### src/rtl/atm_keypad_requester_pkg.sv
// Shared definitions for the ATM keypad requester: operation codes (common
// with the ATM core), keypad codes and the requester's state encoding.
package atm_keypad_requester_pkg;

    typedef enum logic [2:0] {
        OP_NONE       = 3'd0,
        OP_BALANCE    = 3'd1,
        OP_WITHDRAW   = 3'd2,
        OP_DEPOSIT    = 3'd3,
        OP_CHANGE_PIN = 3'd4,
        OP_EXIT       = 3'd5
    } op_e;

    typedef enum logic [2:0] {
        S_IDLE         = 3'd0,
        S_PIN_ENTRY    = 3'd1,
        S_OP_SELECT    = 3'd2,
        S_AMOUNT_ENTRY = 3'd3,
        S_NEWPIN_ENTRY = 3'd4,
        S_ISSUE        = 3'd5,
        S_WAIT_RSP     = 3'd6,
        S_LOCKED       = 3'd7
    } state_e;

    localparam logic [3:0] KEY_ENTER  = 4'hA;
    localparam logic [3:0] KEY_CLEAR  = 4'hB;
    localparam logic [3:0] KEY_CANCEL = 4'hC;

    function automatic logic is_digit(input logic [3:0] k);
        return k <= 4'd9;
    endfunction

    function automatic logic is_entry(input state_e s);
        return s inside {S_PIN_ENTRY, S_OP_SELECT, S_AMOUNT_ENTRY, S_NEWPIN_ENTRY};
    endfunction

endpackage

### src/rtl/atm_keypad_requester_bcd_entry_buffer.sv
// Keypad digit accumulator: packed BCD shift (PIN) or binary decimal
// accumulate (amount), with digit count and saturation at DIGITS.
module atm_bcd_entry_buffer #(
    parameter int DIGITS = 4,
    parameter bit BINARY = 1'b0
) (
    input  logic        clk,
    input  logic        rst,
    input  logic        clear_i,
    input  logic        digit_valid_i,
    input  logic [3:0]  digit_i,
    output logic [15:0] value_o,
    output logic [2:0]  count_o
);
    import atm_keypad_requester_pkg::*;

    logic [15:0] value_q, value_d;
    logic [2:0]  count_q, count_d;

    always_comb begin
        value_d = value_q;
        count_d = count_q;
        if (clear_i) begin
            value_d = '0;
            count_d = '0;
        end else if (digit_valid_i && count_q < 3'(DIGITS)) begin
            if (BINARY) begin
                value_d = value_q * 16'd10 + {12'd0, digit_i};
            end else begin
                value_d = {value_q[11:0], digit_i};
            end
            count_d = count_q + 3'd1;
        end
    end

    always_ff @(posedge clk or negedge rst) begin
        if (!rst) begin
            value_q <= '0;
            count_q <= '0;
        end else begin
            value_q <= value_d;
            count_q <= count_d;
        end
    end

    assign value_o = value_q;
    assign count_o = count_q;

endmodule

### src/rtl/atm_keypad_requester.sv
// Keypad front-end for the ATM core: collects PIN/operation/amount/new PIN,
// issues one request on valid/ready, tracks auth retries and idle timeout.
module atm_keypad_requester #(
    parameter int PIN_DIGITS     = 4,
    parameter int AMT_DIGITS     = 4,
    parameter int TIMEOUT_CYCLES = 1000,
    parameter int MAX_PIN_TRIES  = 3
) (
    input  logic        clk,
    input  logic        rst,
    input  logic        key_valid,
    input  logic [3:0]  key_code,
    input  logic        card_inserted,
    input  logic [3:0]  card_acc_num,
    output logic        req_valid,
    input  logic        req_ready,
    output logic [2:0]  req_operation,
    output logic [3:0]  req_acc_num,
    output logic [15:0] req_pin,
    output logic [15:0] req_new_pin,
    output logic [15:0] req_amount,
    input  logic        rsp_valid,
    input  logic        rsp_auth_fail,
    output logic        locked,
    output logic [2:0]  digit_count,
    output logic [2:0]  state
);
    import atm_keypad_requester_pkg::*;

    localparam int TRY_W = $clog2(MAX_PIN_TRIES + 1);
    localparam int TMO_W = $clog2(TIMEOUT_CYCLES + 1);
    localparam logic [TMO_W-1:0] TMO_RELOAD = TMO_W'(TIMEOUT_CYCLES - 1);

    state_e            state_q, state_d;
    op_e               op_q, op_d;
    logic [3:0]        acc_q, acc_d;
    logic [15:0]       pin_q, pin_d;
    logic [15:0]       new_pin_q, new_pin_d;
    logic [15:0]       amount_q, amount_d;
    logic              req_valid_q, locked_q;
    logic [TRY_W-1:0]  tries_q, tries_d;
    logic [TMO_W-1:0]  tmo_q, tmo_d;

    logic        in_entry, pin_mode, amt_mode, removed;
    logic        key_digit, key_enter, key_clear, key_cancel, timeout_hit;
    logic [15:0] pin_val, amt_val;
    logic [2:0]  pin_cnt, amt_cnt;

    assign in_entry    = is_entry(state_q);
    assign pin_mode    = (state_q == S_PIN_ENTRY) || (state_q == S_NEWPIN_ENTRY);
    assign amt_mode    = (state_q == S_AMOUNT_ENTRY);
    assign removed     = (state_q != S_IDLE) && !card_inserted;
    assign key_digit   = key_valid && is_digit(key_code);
    assign key_enter   = key_valid && (key_code == KEY_ENTER);
    assign key_clear   = key_valid && (key_code == KEY_CLEAR);
    assign key_cancel  = key_valid && (key_code == KEY_CANCEL);
    assign timeout_hit = in_entry && !key_valid && (tmo_q == '0);

    // Buffers are held clear outside their own entry states, so every entry starts empty.
    atm_bcd_entry_buffer #(.DIGITS(PIN_DIGITS), .BINARY(1'b0)) u_pin_buf (
        .clk           (clk),
        .rst           (rst),
        .clear_i       (!pin_mode || key_clear),
        .digit_valid_i (pin_mode && key_digit && card_inserted),
        .digit_i       (key_code),
        .value_o       (pin_val),
        .count_o       (pin_cnt)
    );

    atm_bcd_entry_buffer #(.DIGITS(AMT_DIGITS), .BINARY(1'b1)) u_amt_buf (
        .clk           (clk),
        .rst           (rst),
        .clear_i       (!amt_mode || key_clear),
        .digit_valid_i (amt_mode && key_digit && card_inserted),
        .digit_i       (key_code),
        .value_o       (amt_val),
        .count_o       (amt_cnt)
    );

    always_comb begin
        state_d   = state_q;
        op_d      = op_q;
        acc_d     = acc_q;
        pin_d     = pin_q;
        new_pin_d = new_pin_q;
        amount_d  = amount_q;
        tries_d   = tries_q;

        if (removed) begin
            state_d   = S_IDLE;
            op_d      = OP_NONE;
            acc_d     = '0;
            pin_d     = '0;
            new_pin_d = '0;
            amount_d  = '0;
            tries_d   = '0;
        end else if (in_entry && (key_cancel || timeout_hit)) begin
            state_d   = S_ISSUE;
            op_d      = OP_EXIT;
            new_pin_d = '0;
            amount_d  = '0;
        end else begin
            case (state_q)
                S_IDLE: begin
                    if (card_inserted) begin
                        state_d = S_PIN_ENTRY;
                        acc_d   = card_acc_num;
                    end
                end
                S_PIN_ENTRY: begin
                    if (key_enter && pin_cnt == 3'(PIN_DIGITS)) begin
                        state_d = S_OP_SELECT;
                        pin_d   = pin_val;
                    end
                end
                S_OP_SELECT: begin
                    if (key_valid) begin
                        case (key_code)
                            4'd1: begin
                                state_d = S_ISSUE; op_d = OP_BALANCE;
                                new_pin_d = '0; amount_d = '0;
                            end
                            4'd2: begin state_d = S_AMOUNT_ENTRY; op_d = OP_WITHDRAW; end
                            4'd3: begin state_d = S_AMOUNT_ENTRY; op_d = OP_DEPOSIT; end
                            4'd4: begin state_d = S_NEWPIN_ENTRY; op_d = OP_CHANGE_PIN; end
                            4'd5: begin
                                state_d = S_ISSUE; op_d = OP_EXIT;
                                new_pin_d = '0; amount_d = '0;
                            end
                            default: ;
                        endcase
                    end
                end
                S_AMOUNT_ENTRY: begin
                    if (key_enter && amt_val != '0) begin
                        state_d   = S_ISSUE;
                        amount_d  = amt_val;
                        new_pin_d = '0;
                    end
                end
                S_NEWPIN_ENTRY: begin
                    if (key_enter && pin_cnt == 3'(PIN_DIGITS)) begin
                        state_d   = S_ISSUE;
                        op_d      = OP_CHANGE_PIN;
                        new_pin_d = pin_val;
                        amount_d  = '0;
                    end
                end
                S_ISSUE: begin
                    if (req_ready) state_d = S_WAIT_RSP;
                end
                S_WAIT_RSP: begin
                    if (rsp_valid) begin
                        if (rsp_auth_fail) begin
                            tries_d = tries_q + 1'b1;
                            state_d = (tries_d == TRY_W'(MAX_PIN_TRIES)) ? S_LOCKED : S_PIN_ENTRY;
                        end else begin
                            tries_d = '0;
                            if (op_q == OP_EXIT) begin
                                state_d   = S_IDLE;
                                op_d      = OP_NONE;
                                acc_d     = '0;
                                pin_d     = '0;
                                new_pin_d = '0;
                                amount_d  = '0;
                            end else begin
                                state_d = S_OP_SELECT;
                                if (op_q == OP_CHANGE_PIN) pin_d = new_pin_q;
                            end
                        end
                    end
                end
                default: ;
            endcase
        end

        // Any key (even an ignored one) or state change restarts the idle window.
        if (key_valid || state_d != state_q) tmo_d = TMO_RELOAD;
        else if (tmo_q != '0)                 tmo_d = tmo_q - 1'b1;
        else                                  tmo_d = tmo_q;
    end

    always_ff @(posedge clk or negedge rst) begin
        if (!rst) begin
            state_q     <= S_IDLE;
            op_q        <= OP_NONE;
            acc_q       <= '0;
            pin_q       <= '0;
            new_pin_q   <= '0;
            amount_q    <= '0;
            req_valid_q <= 1'b0;
            locked_q    <= 1'b0;
            tries_q     <= '0;
            tmo_q       <= '0;
        end else begin
            state_q     <= state_d;
            op_q        <= op_d;
            acc_q       <= acc_d;
            pin_q       <= pin_d;
            new_pin_q   <= new_pin_d;
            amount_q    <= amount_d;
            req_valid_q <= (state_d == S_ISSUE);
            locked_q    <= (state_d == S_LOCKED);
            tries_q     <= tries_d;
            tmo_q       <= tmo_d;
        end
    end

    assign req_valid     = req_valid_q;
    assign req_operation = op_q;
    assign req_acc_num   = acc_q;
    assign req_pin       = pin_q;
    assign req_new_pin   = new_pin_q;
    assign req_amount    = amount_q;
    assign locked        = locked_q;
    assign state         = state_q;
    assign digit_count   = pin_mode ? pin_cnt : (amt_mode ? amt_cnt : 3'd0);

endmodule

### config.mk
export PLATFORM = sky130hd
export DESIGN_NAME = atm_keypad_requester
export DESIGN_NICKNAME = d
export VERILOG_FILES = /design/src/rtl/atm_keypad_requester_pkg.sv /design/src/rtl/atm_keypad_requester_bcd_entry_buffer.sv /design/src/rtl/atm_keypad_requester.sv
export SDC_FILE = /design/constraint.sdc
export NUM_CORES = 1
export LEC_CHECK = 0
export ABC_CLOCK_PERIOD_IN_PS = 3410
export CORE_MARGIN = 2
export CORE_UTILIZATION = 50
export DETAILED_ROUTE_END_ITERATION = 8
export PLACE_DENSITY = 0.69
export SLEW_MARGIN = 20
export SYNTH_ARGS = -nofsm -noshare
export SYNTH_HDL_FRONTEND = slang
export SYNTH_SLANG_ARGS = --single-unit
export TNS_END_PERCENT = 100
### constraint.sdc
create_clock -name clk -period 3.41 [get_ports clk]
set_input_delay 0.682 -clock clk [delete_from_list [all_inputs] [get_ports clk]]
set_output_delay 0.682 -clock clk [all_outputs]
set_load 0.1 [all_outputs]
==> results.md, run 1 <==
- Run status: finished clean
- Number of max-slew violations in the final report: 0
- Count of cell types in the netlist: between 60 and 70
- Total number of nets in the final design: between 800 and 900
- CTS tree: yes
- Vias in the first global route: 5455
- Share of synthesized area occupied by flip-flops and latches: a little over two fifths
- I/O pin count: 78
- Drt wl/cell: 16.3 µm
- Via count: 5611
- Post-CTS clock slew at the launch and capture registers of the worst setup and hold paths: 0.08 ns
- Max-capacitance violation count: 0
- Clk buf depth: 2
- Highest-count cells in the layout ignoring fill and taps: sky130_fd_sc_hd__nand2_1 (147), sky130_fd_sc_hd__dfrtp_1 (110), sky130_fd_sc_hd__buf_4 (78)
- Cell family contributing the most delay on the critical path: simple AND/OR/NAND/NOR gates
- EDFF count, synth: 0
- Effective utilization at floorplan: around half
- Type of the worst min-delay path: primary input to async pin
- Largest net degree at the start of global routing: 42
- Count of nets left with antenna violations after detail routing: 0
- Via-per-instance ratio: 5.71
- Area grow syn2layout: 20.7%
- Highest attainable clock frequency: 308 MHz
- Worst Tran Pin Value: 0.977 ns
- CP Capture Type: register
- Syn Nets: 770
- Largest stage delay, worst path: 0.46 ns
- Ant. Diodes: 0
- Setup slack of the worst register-to-register path: between 0.15 and 0.2 ns
- Cell seen most often among critical-path stages: sky130_fd_sc_hd__ha_1
- Total negative slack: 0 ns
- Maximum clock skew at final layout: 0.0136 ns
- Drt pass-1 iters: 6
- Remaining global-route overflow: 0
- Core Region: 0.0126 mm²
- Starting DRC count in detailed routing: 546
- Number of buffers added by the clock tree synthesis step: 9
- Chip width: between 100 and 150 µm
- Max H-tree Level: 3
- Shortest clock period the worst path allows after layout: 3.25 ns
- Sequential cell area in the final layout: 0.00275 mm²
- Routability congestion estimate from global placement: 0.928
- Cells traversed along the worst timing path: ha_1, ha_1, inv_1, fa_1, nand2b_1, a21oi_1, o32a_1, nand3_1, nor4_2, a211oi_1, nor4_1
- Crit path max fanout: 6
- Total global routing track utilization: 23.9%
- Number of core rows: 41
- Post-synthesis cell area: 0.00648 mm²
- Root buf cell: sky130_fd_sc_hd__clkbuf_16
- Count of endpoints failing setup in the final report: 0
- # clock sinks: 110
- Number of hold-repair buffers added at the cts stage: 0
- Leakage: approximately 0.0034 µW
- Number of antenna violations at the first check in global routing: 0
- CP Buf/Inv Count: 1
- Worst-case vdd ir drop: about 0.00033 V
- Synthesized area per cell: 8.98 µm²
- RSZ-0062 raised after global routing: false
- Number of non-filler instances in the completed layout: 983
- Category of the worst setup path launch point: register
- HPWL after detailed placement: 12000 µm
- Required time at the worst-slack endpoint: about 3.7 ns
- Number of register bits inferred by synthesis: 110
- Critical Path Slowest Stage Cell: sky130_fd_sc_hd__dfrtp_1
- Total instance count after detailed placement: between 900 and 1k
- Worst Path Class, Setup: register to register
- Normalized max-slew margin: 34.7%
- Gates resized, CTS repair: 0
- Signal arrival time at the worst endpoint: 3.50 ns
- Top FF cell, synth: sky130_fd_sc_hd__dfrtp_1
- Area taken by multi-input logic gates: 0.00353 mm²
- Height of the die: roughly 120 µm
- Post-route DRC violation count: 0
- Most frequent standard cell in the layout excluding fill and tap cells: sky130_fd_sc_hd__nand2_1
- Worst-Skew Late Latency: 0.35 ns
- Total length of routed wires: 16000 µm
- Fraction of registers with async set/reset: 100%
- Warnings, synthesis: 0
- Number of port buffers: 77
- Total of fill cells in the finished design: roughly 1.1k
- Total power divided by cell area: 598 mW/mm²
- Post-CTS Repair Setup Buffers: 0
- Cell count after synthesis: around 720
- Fraction of layout cells with a size suffix above 1: 14.5%
- Share of the clock period used by the worst path: 95.2%
- Global-route wire length before repair: between 20000 and 30000 µm
- Die outline area: ~0.014 mm²
- Final-report hold violation count: 0
[layer usage]
| metal | global-route usage, % | up-vias | part of all wire [%] |
|---|---|---|---|
| met3 | 3.15 | 18 | 3.7 |
| met5 | 0 | - | 0 |
| met2 | 40.6 | 144 | 49 |
| met4 | 7.15 | 0 | 1.5 |
| met1 | 32.0 | 2720 | 45 |
| li1 | - | 2729 | - |
[power by group]
| group | internal (µW) | switching (µW) |
|---|---|---|
| clock network | 511 | 506 |
| registers | 1400 | 129 |
| logic | 645 | 1490 |
| total | 2560 | 2120 |
[synth_stat cells, types with 12 or more instances]
cell type	number	area, µm²
sky130_fd_sc_hd__a211oi_1	12	90.1
sky130_fd_sc_hd__a22oi_1	18	135
sky130_fd_sc_hd__xnor2_1	14	123
sky130_fd_sc_hd__ha_1	31	388
sky130_fd_sc_hd__xor2_1	13	114
sky130_fd_sc_hd__clkbuf_1	30	113
sky130_fd_sc_hd__mux2i_1	36	360
sky130_fd_sc_hd__nand3_1	19	95.1
sky130_fd_sc_hd__o21ai_0	36	180
sky130_fd_sc_hd__nand2_1	147	552
sky130_fd_sc_hd__inv_1	21	78.8
sky130_fd_sc_hd__nor4_1	14	87.6
sky130_fd_sc_hd__a21oi_1	45	225
sky130_fd_sc_hd__nor3_1	13	65.1
sky130_fd_sc_hd__dfrtp_1	110	2750
sky130_fd_sc_hd__nor2_1	47	176
[per-stage QoR]
| stage | setup slack (ns) | hold slack, ns | total power, µW | area (µm²) | util (%) |
|---|---|---|---|---|---|
| global placement | 0.199 | 0.459 | 3650 | 7520 | 59.6 |
| detailed placement | 0.100 | 0.469 | 3670 | 7520 | 59.6 |
| CTS | 0.0691 | 0.327 | 4690 | 7810 | 61.9 |
| floorplan | 0.197 | 0.386 | 3090 | 6480 | - |
| global route | 0.00609 | 0.360 | 4920 | 7820 | 62.0 |
| finish | 0.163 | 0.310 | 4680 | 7820 | 62.0 |
[path summary, 6_finish.rpt]
kind / cells past startpoint / from / end
worst max-delay path: 11 / u_amt_buf.value_o[1] / u_amt_buf.value_o[15]
worst min register to register: 2 / req_pin[10] / req_pin[10]
worst min-delay path: 1 / rst / req_amount[7]
max in group asynchronous: 2 / rst / u_pin_buf.count_o[2]
min in group clk: 2 / req_pin[10] / req_pin[10]
worst max register to register: 11 / u_amt_buf.value_o[1] / u_amt_buf.value_o[15]
[cells by family after synthesis]
group	Yosys count	share of synthesized area [%]
and+or+nand+nor	298	21.7
AOI/OAI and AO/OA	158	16.2
DFF	110	42.5
buffers and inverters	59	3.57
muxes	37	5.73
adders and majority gates	33	6.60
xor gates and xnor gates	27	3.65
[final cells by class]
class,count,area share (%)
flip-flops and latches,110,35.2
clock buffers,9,2.88
well taps,172,2.75
repair buffers,111,12.2
inverters,21,1.01
clock inverters,7,0.848
multi-input cells,553,45.1
[sequential cells by signal (all words and copies together) (netlist names), 2 cells and up]
signal / flops
u_pin_buf.value_o: 16
req_pin: 16
req_amount: 16
u_pin_buf.count_o: 3
state: 3
u_amt_buf.count_o: 3
req_acc_num: 4
req_new_pin: 16
req_operation: 3
u_amt_buf.value_o: 16
tries_q: 2
tmo_q: 10
No activity file was read; power rests on OpenSTA's default activity.
==> inputs of run 2 (changes only) <==
--- a/config.mk
+++ b/config.mk
@@ -10,6 +10,7 @@
 export CORE_UTILIZATION = 50
 export DETAILED_ROUTE_END_ITERATION = 8
 export PLACE_DENSITY = 0.69
+export RECOVER_POWER = 100
 export SLEW_MARGIN = 20
 export SYNTH_ARGS = -nofsm -noshare
 export SYNTH_HDL_FRONTEND = slang
==> run 2 against run 1 <==
The flow now finishes with violations (max-capacitance violations, max-slew violations). Register-to-register slack about the same. Non-clock buffer count unchanged. Clock power about the same. Setup slack improved by 0.0012 ns. Die area unchanged. Clock skew about the same. Combinational power decreased by 4%. Global-route usage unchanged. Power decreased by 1.9%. Highest routed layer unchanged.
==> results.md, run 2 (same netlist as run 1, synthesis figures left out) <==
- Via-per-instance ratio: 5.70 (-0.12%)
- Share of the clock period used by the worst path: 95.2% (about the same)
- Effective utilization at floorplan: 51.3% (unchanged)
- Number of port buffers: 77 (unchanged)
- Ant. Diodes: 0 (unchanged)
- Normalized max-slew margin: -55.2% (-90 points)
- Routability congestion estimate from global placement: 0.928 (unchanged)
- Highest-count cells in the layout ignoring fill and taps: sky130_fd_sc_hd__nand2_1 (147), sky130_fd_sc_hd__dfrtp_1 (110), sky130_fd_sc_hd__clkbuf_1 (52)
- CP Capture Type: register
- Total number of nets in the final design: 854 (unchanged)
- Total negative slack: 0 ns (unchanged)
- Number of hold-repair buffers added at the cts stage: 0 (unchanged)
- Sequential Power Share: 33.3% (+0.6 points)
- Via count: 5604 (-0.12%)
- Clock Power Share: 22.2% (+0.5 points)
- Total length of routed wires: 16100 µm (+0.47%)
- Leakage: 0.00326 µW (-5.2%)
- Net Sw Power: 2110 µW (-0.59%)
- Remaining global-route overflow: 0 (unchanged)
- Number of max-slew violations in the final report: 42 (+42)
- Total of fill cells in the finished design: 1192 (+5.1%)
- Root buf cell: sky130_fd_sc_hd__clkbuf_16
- HPWL after detailed placement: 12000 µm (unchanged)
- Core Region: 0.0126 mm² (unchanged)
- Worst Setup Slack, final: 0.164 ns (+0.00120 ns)
- Total global routing track utilization: 23.9% (unchanged)
- Worst-case vdd ir drop: 0.000330 V (-0.50%)
- Cells traversed along the worst timing path: ha_1, ha_1, inv_1, fa_1, nand2b_1, a21oi_1, o32a_1, nand3_1, nor4_2, a211oi_1, nor4_1
- Sequential cell area in the final layout: 0.00275 mm² (unchanged)
- Largest stage delay, worst path: 0.46 ns (about the same)
- Design internal power: 2480 µW (-3.0%)
- Highest attainable clock frequency: 308 MHz (about the same)
- Drt pass-1 iters: 7 (+1)
- Required time at the worst-slack endpoint: 3.66 ns (about the same)
- Count of nets left with antenna violations after detail routing: 0 (unchanged)
- Clk buf depth: 2 (unchanged)
- Vias in the first global route: 5455 (unchanged)
- Cell family contributing the most delay on the critical path: simple AND/OR/NAND/NOR gates
- Worst slack after detailed placement: 0.100 ns (unchanged)
- Number of buffers added by the clock tree synthesis step: 9 (unchanged)
- Maximum clock skew at final layout: 0.0135 ns (-0.0000709 ns)
- Final-report hold violation count: 0 (unchanged)
- Max H-tree Level: 3 (unchanged)
- Worst Path Class, Setup: register to register
- Count of endpoints failing setup in the final report: 0 (unchanged)
- Global-route wire length before repair: 27200 µm (unchanged)
- Chip width: 118 µm (unchanged)
- Run status: finished with violations
- Number of antenna violations at the first check in global routing: 0 (unchanged)
- Area taken by multi-input logic gates: 0.00351 mm² (-0.39%)
- Worst-Skew Late Latency: 0.35 ns (about the same)
- Critical Path Slowest Stage Cell: sky130_fd_sc_hd__dfrtp_1
- Post-CTS Repair Setup Buffers: 0 (unchanged)
- RSZ-0062 raised after global routing: false
- Shortest clock period the worst path allows after layout: 3.25 ns (-0.00120 ns)
- CTS tree: yes
- Starting DRC count in detailed routing: 526 (-3.7%)
- Post-CTS clock slew at the launch and capture registers of the worst setup and hold paths: 0.08 ns (about the same)
- Max-capacitance violation count: 1 (+1)
- Signal arrival time at the worst endpoint: 3.49 ns (about the same)
- I/O pin count: 78 (unchanged)
- Worst Tran Pin Value: 2.33 ns (+1.35 ns)
- # clock sinks: 110 (unchanged)
- CP Buf/Inv Count: 1 (unchanged)
- Number of core rows: 41 (unchanged)
- Largest net degree at the start of global routing: 42 (unchanged)
- Fraction of layout cells with a size suffix above 1: 7.89% (-6.7 points)
- Drt wl/cell: 16.4 µm (+0.47%)
- Crit path max fanout: 6 (unchanged)
- Combinational fraction of design power: 44.5% (-1.0 points)
- Most frequent standard cell in the layout excluding fill and tap cells: sky130_fd_sc_hd__nand2_1
- Type of the worst min-delay path: register to register
- Height of the die: 118 µm (unchanged)
- Total power divided by cell area: 608 mW/mm² (+1.5%)
- Category of the worst setup path launch point: register
- Post-route DRC violation count: 0 (unchanged)
- Die outline area: 0.0139 mm² (unchanged)
- Violations in the final reports: max-capacitance violations, max-slew violations
- Cell seen most often among critical-path stages: sky130_fd_sc_hd__ha_1
- Area grow syn2layout: 16.6%
- Switching part of the total: 45.9% (+0.60 points)
[run 2: changes by cell type in the layout (fill, tap and decap cells not counted), sizes merged]
cell / previous run / this run
buf: 82 / 24
clkbuf: 9 / 67
clkdlybuf4s50: 29 / 11
dlygate4sd3: 0 / 18
[run 2: layer usage]
layer  vias to the layer above  global-route usage [%]  wire [µm]
met5                         -                       0          0
met4                         0                    7.15        225
met3                        15                    3.15        594
met2                       132                    40.6       7950
met1                      2728                    32.0       7350
li1                       2729                       -          -
[run 2: power by group through the flow]
stage                     logic (µW)  registers (µW)  clock network, µW
final                           2040            1530               1020
after detailed placement        2120            1550                  0
after floorplan                 1110            1980                  0
after CTS                       2130            1530               1030
after global routing            2200            1540               1090
after global placement          2100            1550                  0
[run 2: worst min-delay path: stages, from the launching register on]
cell                      delay (ns)
sky130_fd_sc_hd__dfrtp_1        0.34
sky130_fd_sc_hd__nand2_1        0.04
sky130_fd_sc_hd__o21ai_0        0.05
[run 2: layout make-up]
class,count,area share (%)
multi-input combinational,553,46.5
clock inverter,7,0.877
tap,172,2.85
inverter,21,1.04
timing repair buffer,111,9.34
sequential,110,36.4
clock buffer,9,2.98
[run 2: worst paths after layout]
check	from	endpoint	slack, ns	cells after the start
worst max-delay path	u_amt_buf.value_o[1]	u_amt_buf.value_o[15]	0.16	11
worst min-delay path	req_pin[10]	req_pin[10]	0.47	2
worst max register to register	u_amt_buf.value_o[1]	u_amt_buf.value_o[15]	0.16	11
worst min register to register	req_pin[10]	req_pin[10]	0.47	2
max in group asynchronous	rst	tmo_q[4]	0.72	2
min in group asynchronous	rst	req_amount[7]	1.01	1
[run 2: through the flow]
step / instances / utilization [%] / area, µm² / hold WS (ns) / power [µW]
3_3_place_gp: 967 / 59.6 / 7520 / 0.459 / 3650
4_1_cts: 983 / 61.9 / 7810 / 0.327 / 4690
2_1_floorplan: 722 / - / 6480 / 0.386 / 3090
6_report: 983 / 59.9 / 7560 / 0.474 / 4590
5_1_grt: 983 / 59.9 / 7560 / 0.507 / 4830
3_5_place_dp: 967 / 59.6 / 7520 / 0.469 / 3670
[run 2: what timing repair did]
action                     CTS  global route
hold endpoints to repair     0             0
setup endpoints to repair    0             2
gates resized for setup      0             1
==> inputs of run 3 (changes only) <==
--- a/config.mk
+++ b/config.mk
@@ -5,8 +5,8 @@
 export SDC_FILE = /design/constraint.sdc
 export NUM_CORES = 1
 export LEC_CHECK = 0
+export ABC_AREA = 1
 export ABC_CLOCK_PERIOD_IN_PS = 3410
-export CORE_MARGIN = 2
 export CORE_UTILIZATION = 50
 export DETAILED_ROUTE_END_ITERATION = 8
 export PLACE_DENSITY = 0.69
==> run 3 against run 2 <==
The run still ends with max-capacitance violations, max-slew violations left. Hold slack gained 0.018 ns. Synthesized cell count grew 16%. Cell count grew 11%. Via count grew 1.6%. Clock skew shrank 0.0043 ns. Combinational power grew 14%. Highest routed layer unchanged.
==> results.md, run 3 <==
- Run status: finished with violations
- Violations in the final reports: max-capacitance violations, max-slew violations
- Sequential Power Share: 32.2% (-1.1 points)
- Share of the clock period used by the worst path: 89.1% (-6.0 points)
- Most frequent standard cell in the layout excluding fill and tap cells: sky130_fd_sc_hd__nand2_1
- Post-CTS Repair Setup Buffers: 0 (unchanged)
- Vias in the first global route: 5250 (-3.8%)
- Chip width: 116 µm (-1.4%)
- Post-route DRC violation count: 0 (unchanged)
- Effective utilization at floorplan: 51.4% (+0.088 points)
- Most numerous cell types in the synthesized netlist: sky130_fd_sc_hd__nand2_1 (251), sky130_fd_sc_hd__dfrtp_1 (110), sky130_fd_sc_hd__inv_1 (97), sky130_fd_sc_hd__nor2_1 (81), sky130_fd_sc_hd__nand3_1 (57)
- EDFF count, synth: 0 (unchanged)
- Total number of nets in the final design: 962 (+13%)
- Total length of routed wires: 15600 µm (-3.5%)
- Type of the worst min-delay path: register to register
- CP Capture Type: primary output
- Area grow syn2layout: 12.9%
- RSZ-0062 raised after global routing: false
- Total negative slack: 0 ns (unchanged)
- Critical Path Slowest Stage Cell: sky130_fd_sc_hd__dfrtp_1
- Crit path max fanout: 10 (+4)
- Number of core rows: 41 (unchanged)
- Cell count after synthesis: 841 (+16%)
- Switching part of the total: 50.0% (+4.1 points)
- Routability congestion estimate from global placement: 0.928 (about the same)
- Drt wl/cell: 14.3 µm (-13%)
- Top-count cell post-synth: sky130_fd_sc_hd__nand2_1
- Count of nets left with antenna violations after detail routing: 0 (unchanged)
- I/O pin count: 78 (unchanged)
- Signal arrival time at the worst endpoint: 2.36 ns (-1.13 ns)
- Highest-count cells in the layout ignoring fill and taps: sky130_fd_sc_hd__nand2_1 (251), sky130_fd_sc_hd__dfrtp_1 (110), sky130_fd_sc_hd__inv_1 (99)
- Design internal power: 2460 µW (-1.0%)
- Required time at the worst-slack endpoint: 2.73 ns (-0.93 ns)
- Total instance count after detailed placement: 1075 (+11%)
- Total global routing track utilization: 24.6% (+0.66 points)
- Post-synthesis cell area: 0.00652 mm² (+0.58%)
- Post-synth top area cell: sky130_fd_sc_hd__dfrtp_1
- HPWL after detailed placement: 11700 µm (-2.0%)
- CTS tree: yes
- Share of synthesized area occupied by flip-flops and latches: 42.2% (-0.24 points)
- Clk buf depth: 2 (unchanged)
- Category of the worst setup path launch point: register
- Drt pass-1 iters: 5 (-2)
- Synthesized area per cell: 7.75 µm² (-14%)
- Max H-tree Level: 3 (unchanged)
- Fraction of registers with async set/reset: 100% (unchanged)
- Cell family contributing the most delay on the critical path: buffers and inverters
- Highest attainable clock frequency: 329 MHz (+6.8%)
- Worst Path Class, Setup: register to primary output
- Total power divided by cell area: 668 mW/mm² (+10%)
- Maximum clock skew at final layout: 0.00929 ns (-0.00426 ns)
- Fraction of layout cells with a size suffix above 1: 5.66% (-2.2 points)
- Largest net degree at the start of global routing: 73 (+74%)
- Gates resized, CTS repair: 0 (unchanged)
- # clock sinks: 110 (unchanged)
- Combinational fraction of design power: 47.5% (+3.0 points)
- Count of endpoints failing setup in the final report: 0 (unchanged)
- Total of fill cells in the finished design: 1209 (+1.4%)
- Leakage: 0.00363 µW (+11%)
- Number of max-slew violations in the final report: 73 (+74%)
- Shortest clock period the worst path allows after layout: 3.04 ns (-0.206 ns)
- Post-CTS clock slew at the launch and capture registers of the worst setup and hold paths: 0.07 ns (about the same)
- Largest stage delay, worst path: 0.57 ns (+0.11 ns)
- Count of cell types in the netlist: 45 (-27%)
- Number of register bits inferred by synthesis: 110 (unchanged)
- Syn Nets: 889 (+15%)
- Remaining global-route overflow: 0 (unchanged)
- Via-per-instance ratio: 5.22 (-8.4%)
- Clock Power Share: 20.3% (-1.9 points)
- Net Sw Power: 2460 µW (+17%)
- Number of port buffers: 77 (unchanged)
- Number of non-filler instances in the completed layout: 1090 (+11%)
- Worst Tran Pin Value: 1.81 ns (-0.522 ns)
- Global-route wire length before repair: 25600 µm (-6.0%)
- Top FF cell, synth: sky130_fd_sc_hd__dfrtp_1
- Worst-Skew Late Latency: 0.35 ns (about the same)
- Normalized max-slew margin: -20.3% (+35 points)
- Height of the die: 116 µm (-1.4%)
- Via count: 5692 (+1.6%)
- Synth area leaders: sky130_fd_sc_hd__dfrtp_1 (42%), sky130_fd_sc_hd__nand2_1 (14%), sky130_fd_sc_hd__ha_1 (6.0%), sky130_fd_sc_hd__inv_1 (5.6%), sky130_fd_sc_hd__nor2_1 (4.7%)
- Core Region: 0.0127 mm² (+0.41%)
- Root buf cell: sky130_fd_sc_hd__clkbuf_16
- Warnings, synthesis: 0 (unchanged)
- Cells traversed along the worst timing path: nand2_1, nor2_1, inv_2, o22ai_1, clkbuf_2
- Max-capacitance violation count: 1 (unchanged)
- Worst-case vdd ir drop: 0.000274 V (-17%)
- CP Buf/Inv Count: 2 (+1)
- Share of the synthesized area in the top cell type: 42.2% (-0.24 points)
- Number of buffers added by the clock tree synthesis step: 9 (unchanged)
- Final-report hold violation count: 0 (unchanged)
- Ant. Diodes: 0 (unchanged)
- Starting DRC count in detailed routing: 401 (-24%)
- Number of antenna violations at the first check in global routing: 0 (unchanged)
- Number of hold-repair buffers added at the cts stage: 0 (unchanged)
- Die outline area: 0.0135 mm² (-2.8%)
[run 3: metal layers]
metal	up-vias	routed length (µm)	share of wire, %	GRT usage, %
met5	-	0	0	0
met4	0	341	2.2	10.3
met3	23	691	4.4	2.91
met2	148	6910	44	37.6
met1	2633	7610	49	35.5
li1	2888	-	-	-
[run 3: area by class of cell]
type                            instances  area [µm²]  share of cell area, %
Tap cell                              172         215                   2.92
Sequential cell                       110        2750                   37.4
Timing Repair Buffer                   83         533                   7.24
Multi-Input combinational cell        606        3190                   43.3
Clock buffer                           11         243                   3.30
Clock inverter                          4        32.5                  0.442
Inverter                              104         393                   5.34
[run 3: per-stage QoR]
| step | power [µW] | instance area, µm² | utilization (%) | hold WS [ns] | setup slack, ns |
|---|---|---|---|---|---|
| floorplan | 3590 | 6520 | - | 0.386 | -0.336 |
| detailed placement | 4060 | 7290 | 57.5 | 0.488 | 0.324 |
| global placement | 4020 | 7290 | 57.5 | 0.475 | 0.453 |
| global route | 5180 | 7360 | 58.1 | 0.510 | 0.127 |
| CTS | 5060 | 7560 | 59.7 | 0.486 | 0.503 |
| finish | 4920 | 7360 | 58.1 | 0.492 | 0.370 |
[run 3: kinds of logic (layout without fill, tap and decap cells)]
| kind of cell | Yosys count | in the layout | synth area share, % |
|---|---|---|---|
| fa+ha+maj | 33 | 33 | 6.57 |
| mux | 1 | 1 | 0.173 |
| flops | 110 | 110 | 42.2 |
| buf+inv | 125 | 202 | 8.37 |
| xor+xnor | 10 | 10 | 1.34 |
| compound gates | 126 | 126 | 11.9 |
| simple gates | 436 | 436 | 29.4 |
[run 3: worst min-delay path: stages, from the launching register on]
cell and delay (ns):
sky130_fd_sc_hd__dfrtp_1 0.35, sky130_fd_sc_hd__nand2_1 0.05, sky130_fd_sc_hd__o21ai_0 0.06
[run 3: power by group through the flow]
| stage | Combinational (µW) | Sequential, µW | Clock [µW] |
|---|---|---|---|
| after detailed placement | 2440 | 1620 | 0 |
| after global routing | 2510 | 1600 | 1060 |
| after floorplan | 989 | 2600 | 0 |
| after global placement | 2410 | 1610 | 0 |
| final | 2330 | 1580 | 998 |
| after CTS | 2450 | 1600 | 1020 |
[run 3: path summary, 6_finish.rpt]
| check | from | end | slack (ns) | cells after the start |
|---|---|---|---|---|
| max | state[1] | digit_count[1] | 0.37 | 5 |
| min | req_amount[7] | req_amount[7] | 0.49 | 2 |
| min in group asynchronous | rst | req_pin[8] | 0.80 | 1 |
| max in group asynchronous | rst | u_amt_buf.value_o[12] | 0.79 | 2 |
| min reg2reg | req_amount[7] | req_amount[7] | 0.49 | 2 |
| max reg2reg | u_amt_buf.value_o[1] | u_amt_buf.value_o[15] | 0.46 | 14 |
